### config.mk
export PLATFORM = sky130hd
export DESIGN_NAME = sink_vc_drain_scheduler
export DESIGN_NICKNAME = d
export VERILOG_FILES = /design/src/rtl/sink_vc_drain_scheduler.sv
export SDC_FILE = /design/constraint.sdc
export NUM_CORES = 1
export LEC_CHECK = 0
export CAP_MARGIN = 25
export CORE_MARGIN = 3
export CORE_UTILIZATION = 55
export CTS_BUF_LIST = sky130_fd_sc_hd__clkbuf_4 sky130_fd_sc_hd__clkbuf_8 sky130_fd_sc_hd__clkbuf_16
export DETAILED_ROUTE_END_ITERATION = 10
export PLACE_DENSITY = 0.75
export SYNTH_ARGS = -nofsm -noshare
export SYNTH_HDL_FRONTEND = slang
export SYNTH_SLANG_ARGS = --single-unit
### constraint.sdc
create_clock -name i_clk -period 14.52 [get_ports i_clk]
set_clock_uncertainty 0.15 [all_clocks]
set_input_delay 1.452 -clock i_clk [delete_from_list [all_inputs] [get_ports i_clk]]
set_output_delay 1.452 -clock i_clk [all_outputs]
set_load 0.02 [all_outputs]
### src/rtl/sink_vc_drain_scheduler.sv
// rtl/sink_vc_drain_scheduler.sv - paced, packet-atomic drain scheduler for a sink-port flit buffer
// Optional statistics outputs compiled in with `define SINK_SCHED_STATS_EN.
module sink_vc_drain_scheduler #(
  parameter  int num_vcs      = 8,
  parameter  int buffer_size  = 64,
  parameter  int consume_rate = 10000,
  localparam int depth        = buffer_size / num_vcs,
  localparam int vc_idx_width = (num_vcs > 1) ? $clog2(num_vcs) : 1,
  localparam int occ_width    = $clog2(depth + 1)
) (
  input  logic                    i_clk,
  input  logic                    i_reset,
  input  logic                    i_push_valid,
  input  logic [num_vcs-1:0]      i_push_sel_ivc,
  input  logic [num_vcs-1:0]      i_pop_tail_ivc,
  output logic                    o_pop_valid,
  output logic [num_vcs-1:0]      o_pop_sel_ivc,
  output logic                    o_fc_valid,
  output logic [vc_idx_width-1:0] o_fc_vc,
  output logic                    o_error
`ifdef SINK_SCHED_STATS_EN
  ,
  output logic [31:0]             o_pkt_count,
  output logic [31:0]             o_stall_count
`endif
);

  typedef enum logic {
    ST_IDLE   = 1'b0,
    ST_LOCKED = 1'b1
  } state_t;

  localparam logic [14:0]          rate_q   = 15'(consume_rate);
  localparam logic [14:0]          unit_q   = 15'd10000;
  localparam logic [occ_width-1:0] depth_q  = occ_width'(depth);
  localparam logic [vc_idx_width-1:0] last_vc_q = vc_idx_width'(num_vcs - 1);

  logic [occ_width-1:0]    r_occ [num_vcs];
  logic [14:0]             r_acc;
  logic [vc_idx_width-1:0] r_ptr;
  logic [vc_idx_width-1:0] r_lock_vc;
  state_t                  r_state;
  state_t                  w_state_next;
  logic                    r_fc_valid;
  logic [vc_idx_width-1:0] r_fc_vc;
  logic                    r_error;

  logic [num_vcs-1:0]      w_req;
  logic [num_vcs-1:0]      w_full;
  logic [num_vcs-1:0]      w_inc;
  logic [num_vcs-1:0]      w_dec;
  logic [14:0]             w_acc_sum;
  logic                    w_token;
  logic                    w_rr_found;
  logic [vc_idx_width-1:0] w_rr_idx;
  logic [vc_idx_width-1:0] w_scan_idx;
  logic [vc_idx_width-1:0] w_grant_idx;
  logic                    w_grant_ok;
  logic                    w_grant_tail;
  logic                    w_pop;
  logic [vc_idx_width-1:0] w_next_ptr;
  logic                    w_overflow;
  logic                    w_underflow;

  always_comb begin
    for (int v = 0; v < num_vcs; v++) begin
      w_req[v]  = (r_occ[v] != '0);
      w_full[v] = (r_occ[v] == depth_q);
    end
  end

  // Accumulator never exceeds 10000 and rate is at most 10000, so 15 bits cannot overflow.
  assign w_acc_sum = r_acc + rate_q;
  assign w_token   = (w_acc_sum >= unit_q);

  always_comb begin
    w_rr_found = 1'b0;
    w_rr_idx   = '0;
    w_scan_idx = '0;
    for (int i = 0; i < num_vcs; i++) begin
      w_scan_idx = vc_idx_width'((int'(r_ptr) + i) % num_vcs);
      if (!w_rr_found && w_req[w_scan_idx]) begin
        w_rr_found = 1'b1;
        w_rr_idx   = w_scan_idx;
      end
    end
  end

  // FSM: state register
  always_ff @(posedge i_clk or negedge i_reset) begin
    if (!i_reset) begin
      r_state <= ST_IDLE;
    end else begin
      r_state <= w_state_next;
    end
  end

  // FSM: next state
  always_comb begin
    w_state_next = r_state;
    case (r_state)
      ST_IDLE:   if (w_pop && !w_grant_tail) w_state_next = ST_LOCKED;
      ST_LOCKED: if (w_pop && w_grant_tail)  w_state_next = ST_IDLE;
      default:   w_state_next = ST_IDLE;
    endcase
  end

  // FSM: outputs - while locked only the locked VC may pop, even when it is empty.
  always_comb begin
    w_grant_idx   = w_rr_idx;
    w_grant_ok    = w_rr_found;
    if (r_state == ST_LOCKED) begin
      w_grant_idx = r_lock_vc;
      w_grant_ok  = w_req[r_lock_vc];
    end
    w_grant_tail  = i_pop_tail_ivc[w_grant_idx];
    w_pop         = w_token && w_grant_ok;
    o_pop_valid   = w_pop;
    o_pop_sel_ivc = '0;
    if (w_pop) o_pop_sel_ivc[w_grant_idx] = 1'b1;
  end

  assign w_next_ptr = (w_grant_idx == last_vc_q) ? '0 : w_grant_idx + vc_idx_width'(1);

  always_ff @(posedge i_clk or negedge i_reset) begin
    if (!i_reset) begin
      r_ptr     <= '0;
      r_lock_vc <= '0;
    end else if (w_pop) begin
      if (r_state == ST_IDLE || w_grant_tail) r_ptr <= w_next_ptr;
      if (r_state == ST_IDLE && !w_grant_tail) r_lock_vc <= w_grant_idx;
    end
  end

  // Unused budget saturates at a single pending pop.
  always_ff @(posedge i_clk or negedge i_reset) begin
    if (!i_reset) begin
      r_acc <= '0;
    end else if (w_token && w_pop) begin
      r_acc <= w_acc_sum - unit_q;
    end else if (w_token) begin
      r_acc <= unit_q;
    end else begin
      r_acc <= w_acc_sum;
    end
  end

  assign w_inc       = i_push_valid ? i_push_sel_ivc : '0;
  assign w_dec       = o_pop_sel_ivc;
  assign w_overflow  = |(w_inc & ~w_dec & w_full);
  assign w_underflow = |(w_dec & ~w_inc & ~w_req);

  always_ff @(posedge i_clk or negedge i_reset) begin
    if (!i_reset) begin
      for (int v = 0; v < num_vcs; v++) r_occ[v] <= '0;
    end else begin
      for (int v = 0; v < num_vcs; v++) begin
        if (w_inc[v] && !w_dec[v] && !w_full[v]) begin
          r_occ[v] <= r_occ[v] + occ_width'(1);
        end else if (!w_inc[v] && w_dec[v] && w_req[v]) begin
          r_occ[v] <= r_occ[v] - occ_width'(1);
        end
      end
    end
  end

  always_ff @(posedge i_clk or negedge i_reset) begin
    if (!i_reset) begin
      r_error <= 1'b0;
    end else if (w_overflow || w_underflow) begin
      r_error <= 1'b1;
    end
  end

  always_ff @(posedge i_clk or negedge i_reset) begin
    if (!i_reset) begin
      r_fc_valid <= 1'b0;
      r_fc_vc    <= '0;
    end else begin
      r_fc_valid <= w_pop;
      if (w_pop) r_fc_vc <= w_grant_idx;
    end
  end

  assign o_fc_valid = r_fc_valid;
  assign o_fc_vc    = r_fc_vc;
  assign o_error    = r_error;

`ifdef SINK_SCHED_STATS_EN
  logic [31:0] r_pkt_count;
  logic [31:0] r_stall_count;

  always_ff @(posedge i_clk or negedge i_reset) begin
    if (!i_reset) begin
      r_pkt_count   <= '0;
      r_stall_count <= '0;
    end else begin
      if (w_pop && w_grant_tail) r_pkt_count <= r_pkt_count + 32'd1;
      if ((|w_req) && !w_pop)    r_stall_count <= r_stall_count + 32'd1;
    end
  end

  assign o_pkt_count   = r_pkt_count;
  assign o_stall_count = r_stall_count;
`endif

endmodule
==> impl_metrics.tcl <==
set metrics [dict create \
    drc_errors 0 \
    avgSynthCellArea_um2 9.20 \
    reg2reg_depth 19 \
    start_kind "flop" \
    crit_chain "clkinv_1 -> ha_1 -> mux2i_1 -> mux4_2 -> a22oi_1 -> a211oi_4 -> a311o_1 -> inv_1 -> nand4_2 -> a31oi_1 -> nand2_2 -> inv_1 -> clkdlybuf4s50_1" \
    cts_max_path_buffers 2 \
    nFillCells 798 \
    track_usage 0.248 \
    grt_start_max_net_pins 56 \
    synthArstFlopShare 1.00 \
    synth_top_family_by_area "simple AND/OR/NAND/NOR gates" \
    cts_num_sinks 55 \
    fin_crit_sh 0.533 \
    critPathMaxStageDelay_ns 0.67 \
    cp.arrival_ns 6.14 \
    final_nets 642 \
    gr-total-overflow 0 \
    crit_buf_inv 4 \
    vias 4668 \
    die_x_um 104 \
    path_delay_family "compound AO/OA/AOI/OAI gates" \
    drive_gt1_frac 0.126 \
    reg2reg_slack_ns 7.71 \
    place.gp.congestion 0.908 \
    outcome "finished, final reports clean" \
    crit_type "reg -> out" \
    hold_path_depth 2 \
    wire_per_inst_um 18.4 \
    area_delta_synth_final_pct 9.46 \
    path_clk_slew_ns 0.12 \
    grt_pass1_wl_mm 22.3 \
    cap_violations 0 \
    ant_nets 0 \
    synth_edf_count 0 \
    core_area_mm2 0.00928 \
    diodes 0 \
    report.final.slew_viol_count 0 \
    crit_path_end "o_pop_sel_ivc[6]" \
    max_freq_mhz 129 \
    min_period_ns 7.74 \
    drt-initial-drc-count 334 \
    dpl.hpwl_mm 10.2 \
    worst_pin_slew_ns 0.868 \
    firstDrtPassIters 5 \
    cts-htree-levels 2 \
    cts_hold_buffers 0 \
    synthesis.area_mm2 0.00526 \
    startpoint "r_ptr[1]" \
    postCtsSetupRepairBufs 0 \
    grt_pass1_vias 4631 \
    via_per_inst 6.45 \
    synth-compound-area-share 0.206 \
    clk_latency_ns 0.32 \
    synth_fa_ha_area_frac 0.0804 \
    antenna_found_initial 0 \
    hp-start "o_fc_vc[1]" \
    routed_wl_mm 13.3 \
    portBuffers 32 \
    ys.flop_type "dfrtp_1" \
    synth-xor-area-share 0.0583 \
    root_buffer "clkbuf_8" \
    synth.area.mux_share 0.137 \
    required_ns 12.92 \
    synth-simple-area-share 0.214 \
    syn_inst 572 \
    slew-limit-headroom 0.417 \
    timing.rr.start "r_ptr[1]" \
    cts_tree "built" \
    ys_ff_latch 55 \
    numCtsBuffers 5 \
    die_area_mm2 0.0108 \
    hold_class "reg -> reg" \
    cp_max_fo 18 \
    num_rows 35 \
    worstReg2RegEnd "r_occ[23]" \
    post_cts_resized 0 \
    initial_utilization 0.567 \
    synth_cell_types 89 \
    cpMostUsedCell "inv_1" \
    rsz0062_at_grt "false" \
    end_kind "output pin" \
    yosys_warnings 0 \
    regArea_mm2 0.00138 \
    setup_tns_ns 0 \
    crit_slowest_cell "dfrtp_1" \
    synth_fp_nets 620 \
    hold_violations 0 \
    multi_input_area_mm2 0.00366 \
    cp.depth 13 \
    ioPinCount 33 \
    die_height_um 104 \
    ys_seq_area_frac 0.262 \
    setup_violations 0 \
]
[metal layers]
layer / share of wire / up-vias / track usage
li1: - / 2197 / -
met1: 0.43 / 2263 / 0.320
met2: 0.49 / 176 / 0.418
met3: 0.059 / 32 / 0.0467
met4: 0.026 / 0 / 0.0874
met5: 0 / - / 0
[cell type report]
cell class / count / share of cell area
Clock buffer: 6 / 0.0133
Tap cell: 129 / 0.0280
Inverter: 27 / 0.0176
Multi-Input combinational cell: 469 / 0.635
Sequential cell: 55 / 0.239
Timing Repair Buffer: 36 / 0.0600
Clock inverter: 2 / 0.00673
[through the flow]
stage | hold slack (ns) | cell area, um^2 | cells | utilization | worst slack [ns]
final | 0.371 | 5760 | 724 | 0.620 | 6.78
after detailed placement | 0.349 | 5640 | 716 | 0.608 | 7.16
after floorplan | 0.329 | 5260 | 572 | - | 9.10
after global placement | 0.343 | 5640 | 716 | 0.608 | 7.36
after global routing | 0.396 | 5760 | 724 | 0.620 | 6.35
after CTS | 0.374 | 5760 | 724 | 0.620 | 6.82
[cells by family after synthesis]
kind of cell,after synthesis
xor gates and xnor gates,35
muxes,52
and+or+nand+nor,208
adders and majority gates,29
DFF,55
buffers and inverters,48
AOI/OAI and AO/OA,145
[how the worst min path moves through the flow]
stage | end | slack [ns]
floorplan | r_occ[15] | 0.33
global placement | o_fc_vc[2] | 0.34
detailed placement | o_fc_vc[2] | 0.35
CTS | o_fc_vc[2] | 0.37
global route | r_occ[15] | 0.40
finish | o_fc_vc[1] | 0.37
[worst min-delay path: cells and delay by family, from the launching register on]
kind	cells	cell delay [ns]
flip-flops	1	0.37
AND/OR/NAND/NOR	1	0.05
AO/OA/AOI/OAI	1	0.07
[flip-flops by register name, indices dropped and copies added, names as in the netlist]
signal / flops
r_lock_vc: 3
o_error: 1
r_occ: 32
o_fc_vc: 3
r_acc: 11
r_ptr: 3
o_fc_valid: 1
r_state: 1
[layout by cell type, fill, tap and decap left out, types with 21 or more instances in the layout]
master | synthesis | routed
dfrtp_1 | 55 | 55
nand2_1 | 51 | 51
nor2_1 | 39 | 39
clkdlybuf4s50_1 | 0 | 31
o21ai_0 | 24 | 24
nor3_1 | 24 | 24
inv_1 | 23 | 23
a21oi_1 | 21 | 21
xor2_1 | 21 | 21
ha_1 | 21 | 21
[synthesized netlist by cell type, types with 8 or more instances]
cell / number / area (um^2)
a21o_1: 13 / 97.6
a21oi_1: 21 / 105
a31oi_1: 9 / 56.3
and2_1: 10 / 62.6
and3_1: 8 / 50.1
dfrtp_1: 55 / 1380
fa_1: 8 / 160
ha_1: 21 / 263
inv_1: 23 / 86.3
mux2_2: 13 / 146
mux2i_1: 15 / 150
mux4_2: 12 / 270
nand2_1: 51 / 191
nand3_1: 15 / 75.1
nand4_1: 10 / 62.6
nor2_1: 39 / 146
nor3_1: 24 / 120
nor4_1: 9 / 56.3
o21ai_0: 24 / 120
xnor2_1: 14 / 123
xor2_1: 21 / 184
Power is not shown: default switching activity piles up to over one toggle a cycle in this logic, so the estimate is an artifact.
